File: src/rtl/uart_tx_core.sv
// UART 8N1/8N2 transmitter with valid/ready byte input, LSB-first serialisation.
// Define UART_TX_FIFO_EN for a FIFO_DEPTH-entry buffer; otherwise a single holding register.
module uart_tx_core #(
  parameter int unsigned CLK_DIV    = 5207,
  parameter int unsigned FIFO_DEPTH = 8,
  parameter int unsigned STOP_BITS  = 1
) (
  input  logic       clk,
  input  logic       rst_n,
  input  logic [7:0] data_i,
  input  logic       valid_i,
  output logic       ready_o,
  output logic       tx_o,
  output logic       busy_o,
  output logic [6:0] level_o
);

  if (CLK_DIV < 1 || CLK_DIV > 65535 || STOP_BITS < 1 || STOP_BITS > 2 ||
      FIFO_DEPTH < 2 || FIFO_DEPTH > 64 || (FIFO_DEPTH & (FIFO_DEPTH - 1)) != 0) begin : g_param_check
    $error("uart_tx_core: illegal parameter value");
  end

  localparam logic [15:0] DIV       = 16'(CLK_DIV);
  localparam logic [2:0]  LAST_STOP = 3'(STOP_BITS - 1);

  typedef enum logic [1:0] {IDLE, START, DATA, STOP} state_t;

  state_t      state;
  logic [7:0]  sreg;
  logic [15:0] baud_cnt;
  logic [2:0]  bit_cnt;
  logic        baud_end;
  logic        empty;
  logic        full;
  logic        push;
  logic        pop;
  logic [7:0]  head;

  assign baud_end = (baud_cnt == DIV);
  assign push     = valid_i && !full;
  // Pop happens when idle, or at the final stop-bit cycle so the next start bit follows with no gap.
  assign pop      = !empty && ((state == IDLE) ||
                    (state == STOP && baud_end && bit_cnt == LAST_STOP));
  assign ready_o  = !full;
  assign busy_o   = (state != IDLE) || (level_o != '0);

`ifdef UART_TX_FIFO_EN
  localparam int unsigned AW = $clog2(FIFO_DEPTH);

  logic [7:0]  mem [FIFO_DEPTH];
  logic [AW:0] wptr;
  logic [AW:0] rptr;

  assign empty = (wptr == rptr);
  assign full  = (wptr[AW] != rptr[AW]) && (wptr[AW-1:0] == rptr[AW-1:0]);
  assign head  = mem[rptr[AW-1:0]];

  always_ff @(posedge clk) begin
    if (push) mem[wptr[AW-1:0]] <= data_i;
  end

  always_ff @(posedge clk or negedge rst_n) begin
    if (!rst_n) begin
      wptr    <= '0;
      rptr    <= '0;
      level_o <= '0;
    end else begin
      if (push) wptr <= wptr + 1'b1;
      if (pop)  rptr <= rptr + 1'b1;
      case ({push, pop})
        2'b10:   level_o <= level_o + 1'b1;
        2'b01:   level_o <= level_o - 1'b1;
        default: level_o <= level_o;
      endcase
    end
  end
`else
  logic [7:0] hold;
  logic       hold_vld;

  assign empty   = !hold_vld;
  assign full    = hold_vld;
  assign head    = hold;
  assign level_o = {6'b0, hold_vld};

  // push requires !full and pop requires !empty, so both never coincide here
  always_ff @(posedge clk or negedge rst_n) begin
    if (!rst_n) begin
      hold     <= '0;
      hold_vld <= 1'b0;
    end else if (push) begin
      hold     <= data_i;
      hold_vld <= 1'b1;
    end else if (pop) begin
      hold_vld <= 1'b0;
    end
  end
`endif

  always_ff @(posedge clk or negedge rst_n) begin
    if (!rst_n) begin
      state    <= IDLE;
      tx_o     <= 1'b1;
      sreg     <= '0;
      baud_cnt <= '0;
      bit_cnt  <= '0;
    end else begin
      case (state)
        IDLE: begin
          tx_o <= 1'b1;
          if (pop) begin
            sreg     <= head;
            baud_cnt <= '0;
            bit_cnt  <= '0;
            tx_o     <= 1'b0;
            state    <= START;
          end
        end
        START: begin
          if (baud_end) begin
            baud_cnt <= '0;
            tx_o     <= sreg[0];
            state    <= DATA;
          end else begin
            baud_cnt <= baud_cnt + 1'b1;
          end
        end
        DATA: begin
          if (baud_end) begin
            baud_cnt <= '0;
            sreg     <= {1'b0, sreg[7:1]};
            if (bit_cnt == 3'd7) begin
              bit_cnt <= '0;
              tx_o    <= 1'b1;
              state   <= STOP;
            end else begin
              bit_cnt <= bit_cnt + 1'b1;
              tx_o    <= sreg[1];
            end
          end else begin
            baud_cnt <= baud_cnt + 1'b1;
          end
        end
        STOP: begin
          if (baud_end) begin
            baud_cnt <= '0;
            if (bit_cnt == LAST_STOP) begin
              bit_cnt <= '0;
              if (pop) begin
                sreg  <= head;
                tx_o  <= 1'b0;
                state <= START;
              end else begin
                tx_o  <= 1'b1;
                state <= IDLE;
              end
            end else begin
              bit_cnt <= bit_cnt + 1'b1;
            end
          end else begin
            baud_cnt <= baud_cnt + 1'b1;
          end
        end
        default: begin
          tx_o  <= 1'b1;
          state <= IDLE;
        end
      endcase
    end
  end

endmodule

File: config.mk
export PLATFORM = sky130hd
export DESIGN_NAME = uart_tx_core
export DESIGN_NICKNAME = d
export VERILOG_FILES = /design/src/rtl/uart_tx_core.sv
export SDC_FILE = /design/constraint.sdc
export NUM_CORES = 1
export LEC_CHECK = 0
export ABC_AREA = 1
export BUFFER_PORTS_ARGS = -buffer_cell sky130_fd_sc_hd__buf_2
export CORE_UTILIZATION = 35
export DETAILED_ROUTE_END_ITERATION = 10
export PLACE_DENSITY_LB_ADDON = 0.25
export SYNTH_ARGS = -nofsm -noshare
export SYNTH_HDL_FRONTEND = slang
export SYNTH_SLANG_ARGS = --single-unit
File: constraint.sdc
create_clock -name clk -period 1.7 [get_ports clk]
set_input_delay 0.17 -clock clk [delete_from_list [all_inputs] [get_ports clk]]
set_output_delay 0.17 -clock clk [all_outputs]
set_load 0.05 [all_outputs]
# Word level (Yosys, flattened, before mapping)
# Cells that the tools add are included.
# totals
ff_bits	39
out_inout_bits	10
# op_classes
add_sub_neg	2
n_eq_ne	11
muxes	31
reduce_logical	17
# ops
op	n
$mux W16	2
$mux W8	4
$pmux W16 S2	1
$pmux W8 S3	1
$add A16 B1 Y16 const B	1
$eq A16 B13 Y1 const B	1
$mux W3	5
$mux W2	6
$reduce_and A4 Y1	3
$ne A2 B2 Y1 const B	5
$mux W1	9
$pmux W3 S3	1
$pmux W2 S4	1
$reduce_and A6 Y1	1
$eq A2 B2 Y1 const B	2
$logic_and A1 B1 Y1	4
$pmux W1 S4	1
$reduce_bool A2 Y1	2
$add A3 B1 Y3 const B	1
$eq A3 B3 Y1 const B	1
$logic_not A3 Y1	1
$reduce_bool A3 Y1	1
$reduce_or A3 Y1	1
$eq A2 B1 Y1 const B	1
4 further kinds	5

# Longest topological paths before layout
# Gate-level depths: netlist (run 1).
# logic_depth
ltp_word	9
depth_mapped	12
depth_no_buf	12

# Worst setup path before layout (run 1)
# No wires, ideal clock.
# synth_path
path_type	reg2reg
from	register state[0]
to	register baud_cnt[6]
arrival_ns	1.659
t_required_ns	1.537
slack_ns	-0.122
stages_incl_launch_ff	6
n_path_buf	1
path_cell_list	dfrtp_1 > inv_1 > ha_1 > nand2_1 > clkbuf_1 > a22oi_1
# synth_between
elab_chain_cells	6
# synth_lines
item	line	source
start: declaration	28	state_t state;
start signal: assignment	102	state <= IDLE;
start signal: assignment	116	state <= START;
start signal: assignment	123	state <= DATA;
$eq A2 B2 Y1	43, 108	
$logic_and A1 B1 Y1 (2 in series)	43	(state == STOP && baud_end && bit_cnt == LAST_STOP));
$logic_or A1 B1 Y1	42	assign pop = !empty && ((state == IDLE) ||
$logic_and A1 B1 Y1	42	
$ne A2 B2 Y1 (no source line)	n/a	
end signal: assignment	125	baud_cnt <= baud_cnt + 1'b1;
end signal: assignment	141	baud_cnt <= baud_cnt + 1'b1;
end signal: assignment	161	baud_cnt <= baud_cnt + 1'b1;
end: declaration	30	logic [15:0] baud_cnt;
# Several ways; a longest one is shown, not always the timed one.
# A chain may end at the register's enable or synchronous reset.

# Worst setup path in the final report (run 1)
# layout_path
from	register baud_cnt[1]
to	register sreg[1]
# layout_between
elab_chain_cells	9
# layout_lines
item	line	source
$eq A16 B13 Y1 (*)	39	assign baud_end = (baud_cnt == DIV);
$logic_and A1 B1 Y1 (2 in series)	43	
$logic_or A1 B1 Y1	42	
$logic_and A1 B1 Y1	42	
$mux W8 (3 in series)	n/a	
$pmux W8 S3	n/a	
end signal: assignment	131	sreg <= {1'b0, sreg[7:1]};
end: declaration	29	logic [7:0] sreg;
# Mark *: on every way between the ends. The rest lies on a longest branch, timed or not. The select of a mux whose other input is x is not followed.

==> qor.txt, run 1 <==
Clock Power Share = 33.5%
Largest net degree at the start of global routing = 23
Routed wire per std cell = 12.0 um
Routability congestion estimate = 0.872
RSZ-0062 raised after global routing = yes
Final Instance Area = 0.00276 mm^2
Min-Delay Path Class = input port to flip-flop
Root Driver = clkbuf_8
Clock Path Buffers = 2
Remaining DRCs = 0
R2R Setup Slk = 90 ps
Placed Instance Area = 0.00253 mm^2
Post-Syn Instances = 289
Outcome = finished, final reports clean
FF-to-FF path depth = 12
Post-synthesis register bit count = 39
Worst setup startpoint = baud_cnt[1]
GRT overflow = 0
1st-pass router iterations = 4
Final worst path period share = 94.4%
Hold_sp = data_i[4]
CP max FO = 8
Max H-tree Level = 2
IO buf count = 14
Vias per cell = 4.72
Initial DRC Count = 88
Hold path depth = 2
Critical path data required time = 1890 ps
# rows = 29
Post-DP HPWL = 3.55 mm
Max-Cap Viols = 0
Gate power share = 11.6%
Finished Layout Cells = 404
Hold slack = 95.7 ps
Final setup viols = 0
Synthesis Warnings = 0
Total CTS buffers = 5
Tot Pwr = 1.89 mW
Footprint of the multi-input gates = 0.00122 mm^2
Switch share = 27.3%
Initial antenna violation count = 0
Worst-Skew Late Latency = 300 ps
Worst r2r src = baud_cnt[1]
Internal power = 1.37 mW
Clock transition at the registers of the reported paths = 80 ps
Area contributors post-synth = dfrtp_1 41%, nand2_1 14%, ha_1 5.4%
Effective utilization at floorplan = 36.3%
Mapped Area = 0.00231 mm^2
Fin Clk Skew = 7.74 ps
Final Slew Violations = 0
Leak pwr = 1.43 nW
Mapped Avg Cell Area = 7.98 um^2
Post-synth top area cell = dfrtp_1
Psw = 515 uW
Synth-to-layout area growth = 19.7%
Most common cell after layout, fill and taps aside = nand2_1
Vias = 1906
Most frequent cells in the layout = 86 x nand2_1, 38 x dfrtp_1, 29 x inv_1
Core area = 0.00635 mm^2
Placed Cells = 388
Register area = 977 um^2
Die Y = 83.2 um
Max frequency = 0.623 GHz
Nets = 347
Routed WL = 4.83 mm
Vias in the first global route = 1820
Power per Cell Area = 684 mW/mm^2
Share of cells above drive strength 1 = 24.2%
Synth unique cells = 36
Seq/Total Area, Yosys = 42.4%
CP endpoint kind = flip-flop
Data arrival, critical path = 1800 ps
Worst Setup Start Kind = flip-flop
Clock sink count = 39
Die width = 83.2 um
N_diodes = 0
CTS tree = built
Post-synth top area share = 41.2%
CP endpoint = sreg[1]
Filler cells = 621
Global-route wire length before repair = 8.44 mm
CP Class = flip-flop to flip-flop
Die area = 0.00692 mm^2
Reg-to-Reg End = sreg[1]
IR drop worst, VDD = 0.450 mV
Fin. Hold Viols = 0
I/O Pins = 21
DRT antenna net count = 0
Seq pwr share = 54.8%
GRT Util Overall = 15.0%
Final min period = 1610 ps
## stage by stage
stage	worst slack, ps	utilization [%]	TNS, ps
2_1_floorplan	143	-	0
3_3_place_gp	12.7	39.9	0
3_5_place_dp	-38.7	39.9	-155
4_1_cts	0.362	41.8	0
5_1_grt	-22.8	43.5	-145
6_report	94.4	43.5	0
## sequential cells by signal, summed over array words and instances (netlist names)
register,cells
state,2
full,1
sreg,8
head,8
tx_o,1
baud_cnt,16
bit_cnt,3
## area by class of cell
type | count | area share (%)
flip-flops and latches | 39 | 35.4
multi-input cells | 214 | 44.2
clock inverters | 3 | 0.725
clock buffers | 5 | 2.49
inverters | 33 | 4.62
well taps | 77 | 3.49
repair buffers | 33 | 9.07
## cell usage after synthesis
library cell  count
a21oi_1           2
a21oi_2           1
a22oi_1           2
a32o_1            1
buf_2             1
buf_4             7
clkbuf_1          1
clkinv_1          1
clkinv_2          1
conb_1            1
dfrtp_1          38
dfstp_2           1
ha_1             10
inv_1            29
inv_2             2
mux2_2            7
nand2_1          88
nand2_2           7
nand2_4           5
nand3_1          23
nand3_2           1
nand4_1           2
nor2_1           19
nor2_2            4
nor2_4            1
nor2_8            1
nor3_1            1
nor3_4            1
o2111ai_1         1
o211ai_1          1
o21ai_0          22
o21ai_1           1
o21bai_1          1
o22ai_1           3
o31ai_1           1
xor2_1            1
## repair_timing
action                                  in CTS  in global routing
setup buffers                                2                  4
pin swaps                                    0                  5
endpoints found under the setup margin      10                 16
gates cloned                                 0                  1
hold endpoints to repair                    17                  0
resized for setup                            3                 15
hold buffers                                 1                  0
## cell families (layout without fill, tap and decap cells)
logic type | count (synthesis) | in the layout | share of synthesized area [%]
compound gates | 36 | 36 | 9.06
xor+xnor | 1 | 1 | 0.380
fa+ha+maj | 10 | 10 | 5.43
buf+inv | 42 | 74 | 8.08
flops | 39 | 39 | 42.4
mux | 7 | 7 | 3.42
other cells | 1 | 6 | 0.163
simple gates | 153 | 154 | 31.1
## critical path, cell delays in order (launching register included)
cell,delay [ps]
dfrtp_1,400
ha_4,170
nand2_4,60
inv_4,70
nand2_2,60
nor2_4,90
nand2_4,90
nand2_4,100
nand2_4,80
nor2_8,160
nand2_4,100
nand2_1,70
nand2_1,40
## power by group through the flow
stage | logic [mW] | registers (mW) | clock network (mW)
after CTS | 0.222 | 1.04 | 0.662
after global routing | 0.254 | 1.05 | 0.693
after detailed placement | 0.219 | 1.05 | 0
final | 0.220 | 1.04 | 0.633
after floorplan | 0.175 | 1.04 | 0
after global placement | 0.218 | 1.05 | 0
## layer usage
metal  wire length, um  share of wire [%]  vias up  global-route usage [%]
met2              2150                 45       40                    23.7
met3               165                3.4        6                    3.18
met4                65                1.3        0                    4.70
met5                 0                  0        -                       0
met1              2450                 51      871                    20.6
li1                  -                  -      989                       -
## worst min path at each step
stage / endpoint
after global routing: head[2]
after CTS: head[4]
after global placement: baud_cnt[5]
after detailed placement: baud_cnt[5]
final: head[4]
after floorplan: baud_cnt[0]
Note: power is estimated with default switching activity, not from simulation.
==> run 2: changes to the inputs <==
--- a/config.mk
+++ b/config.mk
@@ -6,10 +6,12 @@
 export NUM_CORES = 1
 export LEC_CHECK = 0
 export ABC_AREA = 1
+export ABC_CLOCK_PERIOD_IN_PS = 1700
 export BUFFER_PORTS_ARGS = -buffer_cell sky130_fd_sc_hd__buf_2
-export CORE_UTILIZATION = 35
+export CORE_UTILIZATION = 59
 export DETAILED_ROUTE_END_ITERATION = 10
 export PLACE_DENSITY_LB_ADDON = 0.25
+export SLEW_MARGIN = 5
 export SYNTH_ARGS = -nofsm -noshare
 export SYNTH_HDL_FRONTEND = slang
 export SYNTH_SLANG_ARGS = --single-unit
==> qor.txt, run 2 (synthesis gave the netlist of run 1 again) <==
Effective utilization at floorplan = 62.1% (+26 points)
# rows = 22 (-24%)
Max frequency = 0.586 GHz (-5.9%)
Delay-heaviest family, CP = simple AND/OR/NAND/NOR gates
Clock Power Share = 42.6% (+9.1 points)
Routed WL = 5.14 mm (+6.2%)
Internal power = 1.67 mW (+22%)
Initial antenna violation count = 0 (unchanged)
Nets = 345 (-0.58%)
IR drop worst, VDD = 0.754 mV (+68%)
Crit path depth = 12 (unchanged)
Min-Delay Path Class = input port to flip-flop
Clock Path Buffers = 2 (unchanged)
Cell repeated most along the worst path = nand2_2
Clock transition at the registers of the reported paths = 80 ps (about the same)
CTS tree = built
Slowest-stage cell, CP = dfrtp_1
Core area = 0.00372 mm^2 (-41%)
Max H-tree Level = 2 (unchanged)
Crit-path cells = ha_4 -> nand2_4 -> inv_4 -> nand2_2 -> nor2_2 -> nand3_1 -> nand2_2 -> nand2_2 -> nand2_4 -> nand2_8 -> nand2_1 -> nand2_1
Data arrival, critical path = 1900 ps (+100 ps)
GRT overflow = 0 (unchanged)
CP max stage delay = 410 ps (about the same)
Outcome = complete, but fails checks
Most frequent cells in the layout = 84 x nand2_1, 38 x dfrtp_1, 27 x inv_1
Vias = 2014 (+5.7%)
FF-to-FF path depth = 12 (unchanged)
Gate power share = 9.9% (-1.7 points)
Fin. Hold Viols = 0 (unchanged)
Synth-to-layout area growth = 20.1%
GRT Util Overall = 26.0% (+11 points)
Final min period = 1710 ps (+101 ps)
Final setup viols = 1 (+1)
Power per Cell Area = 784 mW/mm^2 (+15%)
Psw = 498 uW (-3.3%)
Routability congestion estimate = 0.916 (+5.0%)
Die width = 64.5 um (-22%)
Initial DRC Count = 156 (+77%)
Root Driver = clkbuf_8
Clock sink count = 39 (unchanged)
Largest net degree at the start of global routing = 40 (+74%)
Leak pwr = 1.42 nW (-0.63%)
Die Y = 64.5 um (-22%)
WP buf/inv = 1 (unchanged)
Max reg flops = 16 (unchanged)
Post-Route Utilization = 74.5% (+31 points)
Critical path data required time = 1890 ps (about the same)
Switch share = 22.9% (-4.3 points)
CP max FO = 8 (unchanged)
Total CTS buffers = 5 (unchanged)
Global-route wire length before repair = 8.24 mm (-2.4%)
Vias per cell = 5.40 (+14%)
Seq pwr share = 47.5% (-7.3 points)
Final worst path period share = 100% (+5.9 points)
Post-DP HPWL = 3.44 mm (-2.9%)
Worst-Skew Late Latency = 300 ps (about the same)
Vias in the first global route = 1854 (+1.9%)
IO buf count = 14 (unchanged)
Tot Pwr = 2.17 mW (+15%)
I/O Pins = 21 (unchanged)
RSZ-0062 raised after global routing = yes
N_diodes = 0 (unchanged)
Setup ws final = -6.46 ps (-101 ps)
CP Class = flip-flop to flip-flop
Max-Cap Viols = 0 (unchanged)
DRT antenna net count = 0 (unchanged)
Most common cell after layout, fill and taps aside = nand2_1
CP endpoint kind = flip-flop
Final Slew Violations = 0 (unchanged)
1st-pass router iterations = 4 (unchanged)
Remaining DRCs = 0 (unchanged)
Violated checks = negative setup slack
Largest Register = baud_cnt
Die area = 0.00416 mm^2 (-40%)
Worst Setup Start Kind = flip-flop
Routed wire per std cell = 13.8 um (+15%)
Fin Clk Skew = 7.39 ps (-0.356 ps)
Share of cells above drive strength 1 = 25.5% (+1.4 points)
Hold path depth = 2 (unchanged)
==> run 2: area by class of cell <==
cell class                 instances  area, um^2
clock inverter                     2        60.1
sequential                        39         977
timing repair buffer              31         223
clock buffer                       6        72.6
fill                             289         947
tap                               48        60.1
inverter                          33         130
multi-input combinational        214        1250
==> run 2: through the flow <==
stage                     area (um^2)  std cells  setup slack (ps)  hold slack (ps)  TNS, ps
after CTS                        2630        367              3.83             95.3        0
after floorplan                  2330        294               143             -126        0
after global routing             2770        373             -87.8             96.2     -539
after global placement           2480        358              99.6              249        0
after detailed placement         2480        358              36.1              249        0
final                            2770        373             -6.46              102    -6.46
==> run 2: power by group through the flow <==
stage                     combinational, mW  clock [mW]  sequential (mW)
after floorplan                       0.175           0             1.04
after global placement                0.209           0             1.05
after detailed placement              0.213           0             1.05
after CTS                             0.216       0.935             1.03
after global routing                  0.242       0.975             1.04
final                                 0.214       0.925             1.03
==> run 2: repair_timing <==
action                                 4_1_cts  5_1_grt
setup endpoints to repair                    1       23
gates cloned                                 0        1
hold buffers                                 1        0
pin swaps                                    0        8
buffers inserted                             0        5
resized for setup                            4       21
endpoints found under the hold margin       38        0
==> run 2: metal layers <==
| metal | part of all wire [%] | global-route usage, % | wire length, um |
|---|---|---|---|
| met1 | 44 | 34.6 | 2280 |
| met2 | 49 | 42.1 | 2490 |
| met3 | 5.5 | 5.11 | 281 |
| met4 | 1.7 | 9.44 | 85 |
| met5 | 0 | 0 | 0 |
==> run 2: final timing paths <==
| kind | end | slack (ps) | from |
|---|---|---|---|
| setup reg to reg | sreg[3] | -6 | baud_cnt[0] |
| hold reg to reg | sreg[0] | 480 | sreg[0] |
| max in group asynchronous | tx_o | 910 | rst_n |
| hold / removal | head[3] | 100 | data_i[3] |
| min in group asynchronous | bit_cnt[1] | 440 | rst_n |
| setup / recovery | sreg[3] | -6 | baud_cnt[0] |
